$ cat src/rtl/mips_pkg.sv
// Shared encodings for the multicycle MIPS main control: opcodes, state codes,
// datapath mux selects and the decoded control word.
package mips_pkg;

   // Opcodes recognised by the decoder (instr[31:26]).
   localparam logic [5:0] OP_RTYPE = 6'b000000;
   localparam logic [5:0] OP_J     = 6'b000010;
   localparam logic [5:0] OP_BEQ   = 6'b000100;
   localparam logic [5:0] OP_ADDI  = 6'b001000;
   localparam logic [5:0] OP_LW    = 6'b100011;
   localparam logic [5:0] OP_SW    = 6'b101011;

   // FSM state codes; these values appear on state_o.
   localparam logic [3:0] S_FETCH   = 4'd0;
   localparam logic [3:0] S_DECODE  = 4'd1;
   localparam logic [3:0] S_MEMADR  = 4'd2;
   localparam logic [3:0] S_MEMRD   = 4'd3;
   localparam logic [3:0] S_MEMWB   = 4'd4;
   localparam logic [3:0] S_MEMWR   = 4'd5;
   localparam logic [3:0] S_RTYPEEX = 4'd6;
   localparam logic [3:0] S_RTYPEWB = 4'd7;
   localparam logic [3:0] S_BEQEX   = 4'd8;
   localparam logic [3:0] S_ADDIEX  = 4'd9;
   localparam logic [3:0] S_ADDIWB  = 4'd10;
   localparam logic [3:0] S_JEX     = 4'd11;
   localparam logic [3:0] S_HALT    = 4'd12;

   // ALU decoder operation requests.
   localparam logic [1:0] ALUOP_ADD   = 2'b00;
   localparam logic [1:0] ALUOP_SUB   = 2'b01;
   localparam logic [1:0] ALUOP_FUNCT = 2'b10;

   // ALU B operand selects.
   localparam logic [1:0] ALUB_REG   = 2'b00;
   localparam logic [1:0] ALUB_FOUR  = 2'b01;
   localparam logic [1:0] ALUB_IMM   = 2'b10;
   localparam logic [1:0] ALUB_IMMSH = 2'b11;

   // PC source selects.
   localparam logic [1:0] PC_ALU    = 2'b00;
   localparam logic [1:0] PC_ALUOUT = 2'b01;
   localparam logic [1:0] PC_JUMP   = 2'b10;

   // Control word produced per state; pcwrite/branch are combined with the
   // ALU zero flag into pcen at the top level.
   typedef struct packed {
      logic       iord;
      logic       memwrite;
      logic       irwrite;
      logic       regdst;
      logic       memtoreg;
      logic       regwrite;
      logic       alusrca;
      logic [1:0] alusrcb;
      logic [1:0] pcsrc;
      logic       pcwrite;
      logic       branch;
      logic [1:0] aluop;
   } ctrl_t;

endpackage

$ cat src/rtl/mips_ctrl_outdec.sv
// State -> control-word decode for the multicycle MIPS main control.
// Pure Moore decode apart from the memory-gated strobes in FETCH and MEMWR.
module mips_ctrl_outdec
   import mips_pkg::*;
(
   input  logic [3:0] state,
   input  logic       mem_ready,
   output ctrl_t      ctl
);

   // Default everything to 0, then raise only what each state needs.
   always_comb begin
      ctl = '0;
      case (state)
         S_FETCH: begin
            ctl.iord    = 1'b0;
            ctl.alusrca = 1'b0;
            ctl.alusrcb = ALUB_FOUR;
            ctl.aluop   = ALUOP_ADD;
            ctl.pcsrc   = PC_ALU;
            ctl.irwrite = mem_ready;
            ctl.pcwrite = mem_ready;
         end
         S_DECODE: begin
            ctl.alusrca = 1'b0;
            ctl.alusrcb = ALUB_IMMSH;
            ctl.aluop   = ALUOP_ADD;
         end
         S_MEMADR: begin
            ctl.alusrca = 1'b1;
            ctl.alusrcb = ALUB_IMM;
            ctl.aluop   = ALUOP_ADD;
         end
         S_MEMRD: begin
            ctl.iord = 1'b1;
         end
         S_MEMWB: begin
            ctl.regdst   = 1'b0;
            ctl.memtoreg = 1'b1;
            ctl.regwrite = 1'b1;
         end
         S_MEMWR: begin
            ctl.iord     = 1'b1;
            ctl.memwrite = mem_ready;
         end
         S_RTYPEEX: begin
            ctl.alusrca = 1'b1;
            ctl.alusrcb = ALUB_REG;
            ctl.aluop   = ALUOP_FUNCT;
         end
         S_RTYPEWB: begin
            ctl.regdst   = 1'b1;
            ctl.memtoreg = 1'b0;
            ctl.regwrite = 1'b1;
         end
         S_BEQEX: begin
            ctl.alusrca = 1'b1;
            ctl.alusrcb = ALUB_REG;
            ctl.aluop   = ALUOP_SUB;
            ctl.pcsrc   = PC_ALUOUT;
            ctl.branch  = 1'b1;
         end
         S_ADDIEX: begin
            ctl.alusrca = 1'b1;
            ctl.alusrcb = ALUB_IMM;
            ctl.aluop   = ALUOP_ADD;
         end
         S_ADDIWB: begin
            ctl.regdst   = 1'b0;
            ctl.memtoreg = 1'b0;
            ctl.regwrite = 1'b1;
         end
         S_JEX: begin
            ctl.pcsrc   = PC_JUMP;
            ctl.pcwrite = 1'b1;
         end
         default: begin
            // HALT and unused codes: no datapath activity.
            ctl = '0;
         end
      endcase
   end

endmodule

$ cat src/rtl/mips_multicycle_ctrl.sv
// Main control FSM of the multicycle MIPS core: sequences each instruction,
// watches the memory handshake with a wait counter and halts on an illegal
// opcode or a memory timeout. Control words come from mips_ctrl_outdec.
//
// Memory handshake: in FETCH, MEMRD and MEMWR the FSM holds its access request
// steady until mem_ready is sampled high on a rising edge; that edge completes
// the access and the FSM moves on. irwrite, pcen (in FETCH) and memwrite are
// qualified by mem_ready, so they strobe only in the completing cycle.
module mips_multicycle_ctrl
   import mips_pkg::*;
#(
   parameter int TMO_W = 4
) (
   input  logic       clk,
   input  logic       rst_n,
   input  logic [5:0] op,
   input  logic       zero,
   input  logic       mem_ready,
   output logic       iord,
   output logic       memwrite,
   output logic       irwrite,
   output logic       regdst,
   output logic       memtoreg,
   output logic       regwrite,
   output logic       alusrca,
   output logic [1:0] alusrcb,
   output logic [1:0] pcsrc,
   output logic       pcen,
   output logic [1:0] aluop,
   output logic       illegal,
   output logic       mem_tmo,
   output logic [3:0] state_o
);

   // Counter value in the stalled cycle that completes 2**TMO_W-1 stalls.
   localparam logic [TMO_W-1:0] TMO_LAST = {TMO_W{1'b1}} - TMO_W'(1);

   logic [3:0]       state;
   logic [3:0]       state_nx;
   logic [TMO_W-1:0] cnt;
   logic [TMO_W-1:0] cnt_nx;
   logic             waiting;
   logic             set_illegal;
   logic             set_tmo;
   ctrl_t            ctl;

   // Next-state logic, including the timeout override of memory waits.
   always_comb begin
      state_nx    = state;
      waiting     = 1'b0;
      set_illegal = 1'b0;
      set_tmo     = 1'b0;
      case (state)
         S_FETCH: begin
            waiting = 1'b1;
            if (mem_ready) state_nx = S_DECODE;
         end
         S_DECODE: begin
            case (op)
               OP_LW, OP_SW: state_nx = S_MEMADR;
               OP_RTYPE:     state_nx = S_RTYPEEX;
               OP_BEQ:       state_nx = S_BEQEX;
               OP_ADDI:      state_nx = S_ADDIEX;
               OP_J:         state_nx = S_JEX;
               default: begin
                  state_nx    = S_HALT;
                  set_illegal = 1'b1;
               end
            endcase
         end
         S_MEMADR:  state_nx = (op == OP_LW) ? S_MEMRD : S_MEMWR;
         S_MEMRD: begin
            waiting = 1'b1;
            if (mem_ready) state_nx = S_MEMWB;
         end
         S_MEMWB:   state_nx = S_FETCH;
         S_MEMWR: begin
            waiting = 1'b1;
            if (mem_ready) state_nx = S_FETCH;
         end
         S_RTYPEEX: state_nx = S_RTYPEWB;
         S_RTYPEWB: state_nx = S_FETCH;
         S_BEQEX:   state_nx = S_FETCH;
         S_ADDIEX:  state_nx = S_ADDIWB;
         S_ADDIWB:  state_nx = S_FETCH;
         S_JEX:     state_nx = S_FETCH;
         default:   state_nx = S_HALT;
      endcase
      // A completing mem_ready in the last allowed cycle takes precedence.
      if (waiting && !mem_ready && (cnt == TMO_LAST)) begin
         state_nx = S_HALT;
         set_tmo  = 1'b1;
      end
   end

   // Wait counter: restart on any state change or completed access, count stalls.
   always_comb begin
      cnt_nx = '0;
      if ((state_nx == state) && waiting && !mem_ready) cnt_nx = cnt + TMO_W'(1);
   end

   // State, wait counter and sticky error flags.
   always_ff @(posedge clk or negedge rst_n) begin
      if (!rst_n) begin
         state   <= S_FETCH;
         cnt     <= '0;
         illegal <= 1'b0;
         mem_tmo <= 1'b0;
      end else begin
         state   <= state_nx;
         cnt     <= cnt_nx;
         illegal <= illegal | set_illegal;
         mem_tmo <= mem_tmo | set_tmo;
      end
   end

   mips_ctrl_outdec u_outdec (
      .state     (state),
      .mem_ready (mem_ready),
      .ctl       (ctl)
   );

   // Write strobes are held low throughout reset so nothing is written
   // while the FSM sits in FETCH with mem_ready possibly high.
   assign irwrite  = ctl.irwrite & rst_n;
   assign memwrite = ctl.memwrite & rst_n;
   assign regwrite = ctl.regwrite & rst_n;
   assign pcen     = (ctl.pcwrite | (ctl.branch & zero)) & rst_n;

   assign iord     = ctl.iord;
   assign regdst   = ctl.regdst;
   assign memtoreg = ctl.memtoreg;
   assign alusrca  = ctl.alusrca;
   assign alusrcb  = ctl.alusrcb;
   assign pcsrc    = ctl.pcsrc;
   assign aluop    = ctl.aluop;
   assign state_o  = state;

endmodule

$ cat config.mk
export PLATFORM = sky130hd
export DESIGN_NAME = mips_multicycle_ctrl
export DESIGN_NICKNAME = d
export VERILOG_FILES = /design/src/rtl/mips_pkg.sv /design/src/rtl/mips_ctrl_outdec.sv /design/src/rtl/mips_multicycle_ctrl.sv
export SDC_FILE = /design/constraint.sdc
export NUM_CORES = 1
export LEC_CHECK = 0
export ABC_AREA = 1
export ABC_CLOCK_PERIOD_IN_PS = 1900
export BUFFER_PORTS_ARGS = -buffer_cell sky130_fd_sc_hd__buf_2
export CAP_MARGIN = 10
export CORE_MARGIN = 4
export CORE_UTILIZATION = 54
export CTS_BUF_LIST = sky130_fd_sc_hd__clkbuf_4 sky130_fd_sc_hd__clkbuf_8
export CTS_CLUSTER_DIAMETER = 40
export DETAILED_ROUTE_END_ITERATION = 16
export PLACE_DENSITY = 0.88
export SETUP_SLACK_MARGIN = 0.02
export SLEW_MARGIN = 0
export SYNTH_ARGS = -nofsm -noshare
export SYNTH_HDL_FRONTEND = slang
export SYNTH_SLANG_ARGS = --single-unit
$ cat constraint.sdc
create_clock -name clk -period 1.9 [get_ports clk]
set_input_delay 0.095 -clock clk [delete_from_list [all_inputs] [get_ports clk]]
set_output_delay 0.095 -clock clk [all_outputs]
set_load 0.02 [all_outputs]
After elaboration in Yosys (flattened, before gate mapping)
Index checks and enable logic that the tools add are counted.
Cells by class
  add/sub/neg operators: 1
  eq/ne operators: 18
  mux-type cells: 21
  bitwise gates (word level): 8
  reduce and logical (&&, ||, !) cells: 14
Operator list (count)
  $pmux W4 S8: 1
  $eq A4 B4 Y1 const B: 5
  $mux W4: 5
  $pmux W4 S5: 1
  $eq A4 B3 Y1 const B: 4
  $eq A6 B6 Y1 const B: 2
  $pmux W3 S4: 1
  $pmux W3 S3: 1
  $eq A4 B2 Y1 const B: 2
  $mux W1: 8
  $pmux W2 S2: 2
  $reduce_or A2 Y1: 4
  $eq A6 B2 Y1 const B: 1
  $eq A6 B3 Y1 const B: 1
  $eq A6 B4 Y1 const B: 1
  $logic_not A6 Y1: 1
  $reduce_or A6 Y1: 1
  $and A1 B1 Y1: 5
  $reduce_or A5 Y1: 1
  $add A4 B1 Y4 const B: 1
  $eq A4 B1 Y1 const B: 1
  $eq A4 B4 Y1: 1
  $logic_and A1 B1 Y1: 4
  $logic_not A4 Y1: 1
  other kinds (5): 7
Word-level totals
  flip-flop bits (word level): 10
  bits of input ports: 10
  word-level logic and storage cells: 66

Depth between registers and ports, before layout
Gate-level depths: netlist (run 1).
  depth after elaboration: 10
  gate-level depth with buffers: 10

By module
From an unflattened synthesis (run 1), not the netlist that was laid out.
Second synthesis, totals
  cells, all modules: 151
  area, all modules: 935.9 um^2
Modules (own cells, without submodules)
  mips_multicycle_ctrl: instances 1, cells each 111, area an instance 767.0 um^2
  mips_ctrl_outdec: instances 1, cells each 40, area an instance 168.9 um^2

Least setup slack after synthesis (run 1)
No wires, ideal clock.
  path type: register -> output
  from: register state[3] (netlist: state_o[3])
  to: output port pcen
  arrival time: 1.435 ns
  required time: 1.805 ns
  setup slack: 0.370 ns
  stages on the path, launching flop included: 6
  buffers on the path: 0
  path through: dfrtp_1 -> nand2_1 -> nor2_1 -> a211o_1 -> nand2_1 -> inv_1
Between the ends
  cells in the longest elaborated chain, start to end: 5
  elaborated cells between the ends (all ways): 8
  classes of those cells: eq/ne (2); mux (2); bitwise (3); reduce/logical (1)
Ends and longest elaborated chain
  from (decl): RTL line mips_multicycle_ctrl.sv:38  | logic [3:0] state;
  from (signal assigned): RTL line mips_multicycle_ctrl.sv:110  | state <= state_nx;
  $eq A4 B4 Y1: RTL line mips_ctrl_outdec.sv:14  | case (state)
  $mux W1: RTL line mips_ctrl_outdec.sv:14
  $and A1 B1 Y1: RTL line mips_multicycle_ctrl.sv:128  | assign pcen = (ctl.pcwrite | (ctl.branch & zero)) & rst_n;
  $or A1 B1 Y1 *: RTL line mips_multicycle_ctrl.sv:128
  $and A1 B1 Y1 *: RTL line mips_multicycle_ctrl.sv:128
  to (decl): RTL line mips_multicycle_ctrl.sv:28  | output logic pcen,
Mark *: on every way between the ends. The rest lies on a longest branch, timed or not.

Final worst setup path (run 1)
Same ends and word-level chain as after synthesis.

==> impl_metrics.toml, run 1 <==
[outcome]
run_status = "finished clean"

[critical_path]
cp.required_ns = 1.80
worst_path_largest_cell_delay_ns = 0.45
worst-setup-path-type = "reg -> out"
cp_max_fo = 7
reg2reg_to = "cnt[1]"
timing.rr.start = "state_o[3]"
worstPathArrival_ns = 1.58
rrSetupSlack_ns = 0.36
ff2ff_path_depth = 9
cp_cell_sequence = "nor2_2 > nand2_1 > nor2_1 > a211o_1 > nand2_1 > inv_1 > buf_2"
start_kind = "register"
endpoint_kind = "output pin"
cp_common_cell = "nand2_1"
cp_slowest_cell = "dfrtp_1"

[timing]
worst_pin_slew_ns = 0.2792
finalSetupTns_ns = 0
report.final.slew_viol_count = 0
slew-limit-headroom = 0.8139
setup_viol = 0
hold_viol = 0
fin_crit_ns = 1.677
fmax_mhz = 596.5
rsz0062_at_grt = "no"
finalCritPeriodShare = 0.8824
clock-skew-final_ns = 0.01257

[grt]
antenna_found_initial = 0
grt_pass1_vias = 877
track_usage = 0.2500
grt_max_degree = 14
gr-total-overflow = 0
grt_pass1_wl_um = 3705

[floorplanning]
fp.dieArea_um2 = 2163
die_h_um = 46.51
rows = 13
core_um2 = 1350
start_util = 0.5931
die_w_um = 46.51
io_pins = 30

[routing]
ant_nets = 0
vias = 938
first_pass_iters = 4
drt_iter0_drc = 43
drcViolationCount = 0
avgRoutedWirePerCell_um = 13.57
drt-total-wl_um = 2279
viasPerCell = 5.583

[logic_synthesis]
synth_top_cell_area_share = 0.3125
ys_warn_count = 0
syn-num-nets = 132
synth_area_leaders = "dfrtp_1, inv_1, nor2_1"
synth_xor_area_frac = 0.02188
yosysSeqAreaShare = 0.3125
yosysTopAreaCell = "dfrtp_1"
ys_seq_elements = 10
synth_top_family_by_area = "simple AND/OR/NAND/NOR gates"
syn_inst = 120
synthAdderAreaFrac = 0.03125
synthTopCellsByCount = "inv_1, nor2_1, nand2_1"
synth.mux.area_fraction = 0
synthesis.area_um2 = 800.8
yosys.area_share.simple = 0.4281
synth-main-ff-cell = "dfrtp_1"
synth_compound_area_frac = 0.07500
ys_async_sr_fraction = 1.000
synth_cell_types = 24
avgSynthCellArea_um2 = 6.673
synth_edf_count = 0
synth_most_common_cell = "inv_1"

[finish]
layout.nets = 166
instances_no_fill = 168
drive_above_1_share = 0.3072
multi_input_area_um2 = 445.4
regArea_um2 = 250.2
syn_to_final_growth_pct = 25.31
antenna_cells = 0
fillers = 113

[cts]
post_cts_buffers = 0
clk_latency_ns = 0.28
cts_htree_levels = 1
clk_pin_slew_ns = 0.08
holdBufCountCts = 1
cts-root-buf = "clkbuf_4"
cts.sinks = 10
cts_tree = "yes"
clockBufferDepth = 2
post_cts_resized = 0
numCtsBuffers = 3

[worst_hold_path]
hold_end = "state_o[2]"
hp-start = "mem_ready"
holdPathStages = 3
hold_path_class = "in -> reg"

[placed_design]
globalplace.congestion = 0.8502
port_buffers = 29
dp.cells = 163
hpwlAfterDp_um = 1750

[flow_run]
drv_cap = 0

[pwr]
power_density_nw_per_um2 = 450.0
power_uw = 451.5
leakage_uw = 0.0006138
ir_drop_uv = 349.6
## state kept, by name, indices dropped and copies added, names as in the netlist
| name | flops |
|---|---|
| state_o | 4 |
| illegal | 1 |
| mem_tmo | 1 |
| cnt | 4 |
## layer usage
| layer | part of all wire | wire length [um] | global-route usage |
|---|---|---|---|
| met1 | 0.41 | 932 | 0.3059 |
| met4 | 0.028 | 63 | 0.1648 |
| met5 | 0 | 0 | 0 |
| met3 | 0.097 | 222 | 0.05469 |
| met2 | 0.47 | 1061 | 0.3874 |
## area by class of cell
type                       count  area share
tap                           15     0.01870
inverter                      26     0.09726
clock buffer                   4     0.03616
multi-input combinational     83      0.4439
timing repair buffer          30      0.1546
sequential                    10      0.2494
## cells by family after synthesis
logic type               Yosys count
AND/OR/NAND/NOR                   69
AO/OA/AOI/OAI                     10
buffers and inverters             27
flip-flops                        10
adder cells (fa/ha/maj)            2
XOR/XNOR                           2
## stage by stage
| stage | area [um^2] | setup slack (ns) | hold WS [ns] | util |
|---|---|---|---|---|
| global route | 1003 | 0.08053 | 0.1553 | 0.7433 |
| CTS | 1003 | 0.2185 | 0.1278 | 0.7433 |
| detailed placement | 957.2 | 0.4047 | -0.01085 | 0.7090 |
| global placement | 957.2 | 0.5179 | -0.01766 | 0.7090 |
| finish | 1003 | 0.2235 | 0.1452 | 0.7433 |
| floorplan | 800.8 | 0.3698 | -0.2006 | - |
## critical path: cells and delay by family (launching register included)
family	cells	cell delay, ns
buffers and inverters	2	0.20
flip-flops	1	0.45
AO/OA/AOI/OAI	1	0.12
AND/OR/NAND/NOR	4	0.53
## where the power goes
group	internal (uW)	switching (uW)
logic	12.1	22.0
registers	213	0
clock network	117	88.1
## worst max path at each step
| stage | slack [ns] | endpoint | startpoint | cells after the start |
|---|---|---|---|---|
| floorplan | 0.37 | pcen | state_o[3] | 5 |
| global placement | 0.52 | cnt[2] | state_o[3] | 10 |
| detailed placement | 0.40 | cnt[2] | state_o[3] | 10 |
| CTS | 0.22 | pcen | state_o[3] | 7 |
| global route | 0.08 | regwrite | state_o[3] | 6 |
| finish | 0.22 | pcen | state_o[3] | 7 |
## placed cells by master, fill, tap and decap left out, types with 2 or more instances in the layout
cell / netlist / final
buf_2: 0 / 29
nand3_2: 4 / 4
o21ai_0: 2 / 2
nand2_2: 2 / 2
nand3_1: 9 / 9
nor2_2: 3 / 3
a21oi_1: 4 / 4
nor2_4: 2 / 2
inv_2: 3 / 3
dfrtp_1: 10 / 10
nand4_1: 4 / 4
clkbuf_4: 0 / 3
nand2_1: 19 / 19
nor3_1: 3 / 3
nor2_1: 21 / 21
ha_1: 2 / 2
inv_1: 23 / 23
(Power assumes the default switching activity.)
==> run 2: changes to the inputs <==
--- a/config.mk
+++ b/config.mk
@@ -8,13 +8,14 @@
 export ABC_AREA = 1
 export ABC_CLOCK_PERIOD_IN_PS = 1900
 export BUFFER_PORTS_ARGS = -buffer_cell sky130_fd_sc_hd__buf_2
-export CAP_MARGIN = 10
+export CAP_MARGIN = 20
 export CORE_MARGIN = 4
 export CORE_UTILIZATION = 54
 export CTS_BUF_LIST = sky130_fd_sc_hd__clkbuf_4 sky130_fd_sc_hd__clkbuf_8
 export CTS_CLUSTER_DIAMETER = 40
 export DETAILED_ROUTE_END_ITERATION = 16
 export PLACE_DENSITY = 0.88
+export RECOVER_POWER = 50
 export SETUP_SLACK_MARGIN = 0.02
 export SLEW_MARGIN = 0
 export SYNTH_ARGS = -nofsm -noshare
==> impl_metrics.toml, run 2 (synthesis results as in run 1) <==
[routing]
drt-total-wl_um = 2278
first_pass_iters = 5
drt_iter0_drc = 30
drcViolationCount = 0
avgRoutedWirePerCell_um = 13.56
viasPerCell = 5.637
vias = 947
ant_nets = 0

[placed_design]
port_buffers = 29
globalplace.congestion = 0.8502
place_area_um2 = 957.2
hpwlAfterDp_um = 1750

[cts]
numCtsBuffers = 3
clk_latency_ns = 0.28
cts_htree_levels = 1
clk_pin_slew_ns = 0.08
post_cts_buffers = 0
cts_tree = "yes"
cts-root-buf = "clkbuf_4"
cts.sinks = 10
clockBufferDepth = 2

[grt]
track_usage = 0.2500
grt_pass1_vias = 877
antenna_found_initial = 0
gr-total-overflow = 0
grt_pass1_wl_um = 3705
grt_max_degree = 14

[finish]
drive_above_1_share = 0.2549
antenna_cells = 0
utilization = 0.7312
final_cell_mix = "inv_1, nor2_1, buf_2"
fillers = 122
layout.nets = 166
design_area_um2 = 987.2
syn_to_final_growth_pct = 23.28
final_common_cell = "inv_1"

[timing]
setup_viol = 0
finalCritPeriodShare = 0.8826
hold_viol = 0
finalSetupTns_ns = 0
fmax_mhz = 596.4
report.final.slew_viol_count = 0
rsz0062_at_grt = "no"
slew-limit-headroom = 0.8065
fin_crit_ns = 1.677
clock-skew-final_ns = 0.01124
worst_pin_slew_ns = 0.2885

[critical_path]
cp.required_ns = 1.80
cp_common_cell = "nand2_1"
ff2ff_path_depth = 10
endpoint_kind = "output pin"
cp_slowest_cell = "dfrtp_1"
cp-startpoint = "state_o[3]"
worst-setup-path-type = "reg -> out"
cp_cell_sequence = "nor2_2 > nand2_1 > nor2_1 > a211o_1 > nand2_1 > inv_1 > buf_2"
reg2reg_to = "cnt[2]"
timing.rr.start = "state_o[3]"
cp_max_fo = 7
worstPathArrival_ns = 1.58
rrSetupSlack_ns = 0.25
worst_path_largest_cell_delay_ns = 0.45
start_kind = "register"

[worst_hold_path]
hold_path_class = "in -> reg"
holdPathStages = 4
hp-start = "mem_ready"
hold_end = "cnt[3]"

[floorplanning]
rows = 13
core_um2 = 1350
die_w_um = 46.51
io_pins = 30
start_util = 0.5931
fp.dieArea_um2 = 2163
die_h_um = 46.51

[outcome]
run_status = "finished clean"

[pwr]
power_density_nw_per_um2 = 454.7
leakage_uw = 0.0005961
ir_drop_uv = 347.8

[flow_run]
drv_cap = 0
==> run 2: cell count changes in the layout (fill, tap and decap cells not counted) <==
cell | before | now
buf_2 | 29 | 22
clkbuf_1 | 0 | 7
nor2_1 | 21 | 22
nor2_4 | 2 | 1
==> run 2: worst max path at each step <==
stage               endpoint  slack, ns  cells after the start
floorplan               pcen       0.37                      5
global placement      cnt[2]       0.52                     10
detailed placement    cnt[2]       0.40                     10
CTS                     pcen       0.22                      7
global route          cnt[1]       0.07                      9
finish                  pcen       0.22                      7
==> run 2: area by class of cell <==
cell class	instances	area, um^2	share of cell area
well taps	15	18.77	0.01901
repair buffers	30	146.4	0.1483
inverters	26	97.59	0.09886
clock buffers	4	36.28	0.03676
multi-input cells	83	437.9	0.4436
flip-flops and latches	10	250.2	0.2535
==> run 2: power by group <==
group | switching [uW] | leakage [uW] | internal (uW)
registers | 0 | 0.000119 | 213
clock network | 85.5 | 0.0000210 | 117
logic | 21.9 | 0.000456 | 12.1
total | 107 | 0.000596 | 341
==> run 2: worst max-delay path, delay by kind of cell (launching register included) <==
kind	cells	cell delay (ns)
simple gates	4	0.53
compound gates	1	0.12
buf+inv	2	0.20
flops	1	0.45
==> run 2: timing repair <==
action,4_1_cts,5_1_grt
gates resized for setup,0,0
setup endpoints to repair,0,0
hold buffers,1,0
hold endpoints to repair,10,0
==> run 2: metrics by stage <==
stage / hold slack (ns) / power, uW / setup slack, ns / std cells
2_1_floorplan: -0.2006 / 228.3 / 0.3698 / 120
3_3_place_gp: -0.01766 / 246.7 / 0.5179 / 163
3_5_place_dp: -0.01085 / 248.4 / 0.4047 / 163
4_1_cts: 0.1278 / 454.5 / 0.2185 / 168
5_1_grt: 0.1553 / 472.8 / 0.06685 / 168
6_report: 0.1556 / 448.9 / 0.2232 / 168
==> run 2: layer usage <==
metal  GRT usage  share of wire
met1      0.3059           0.40
met2      0.3874           0.46
met3     0.05469           0.12
met4      0.1648          0.025
met5           0              0
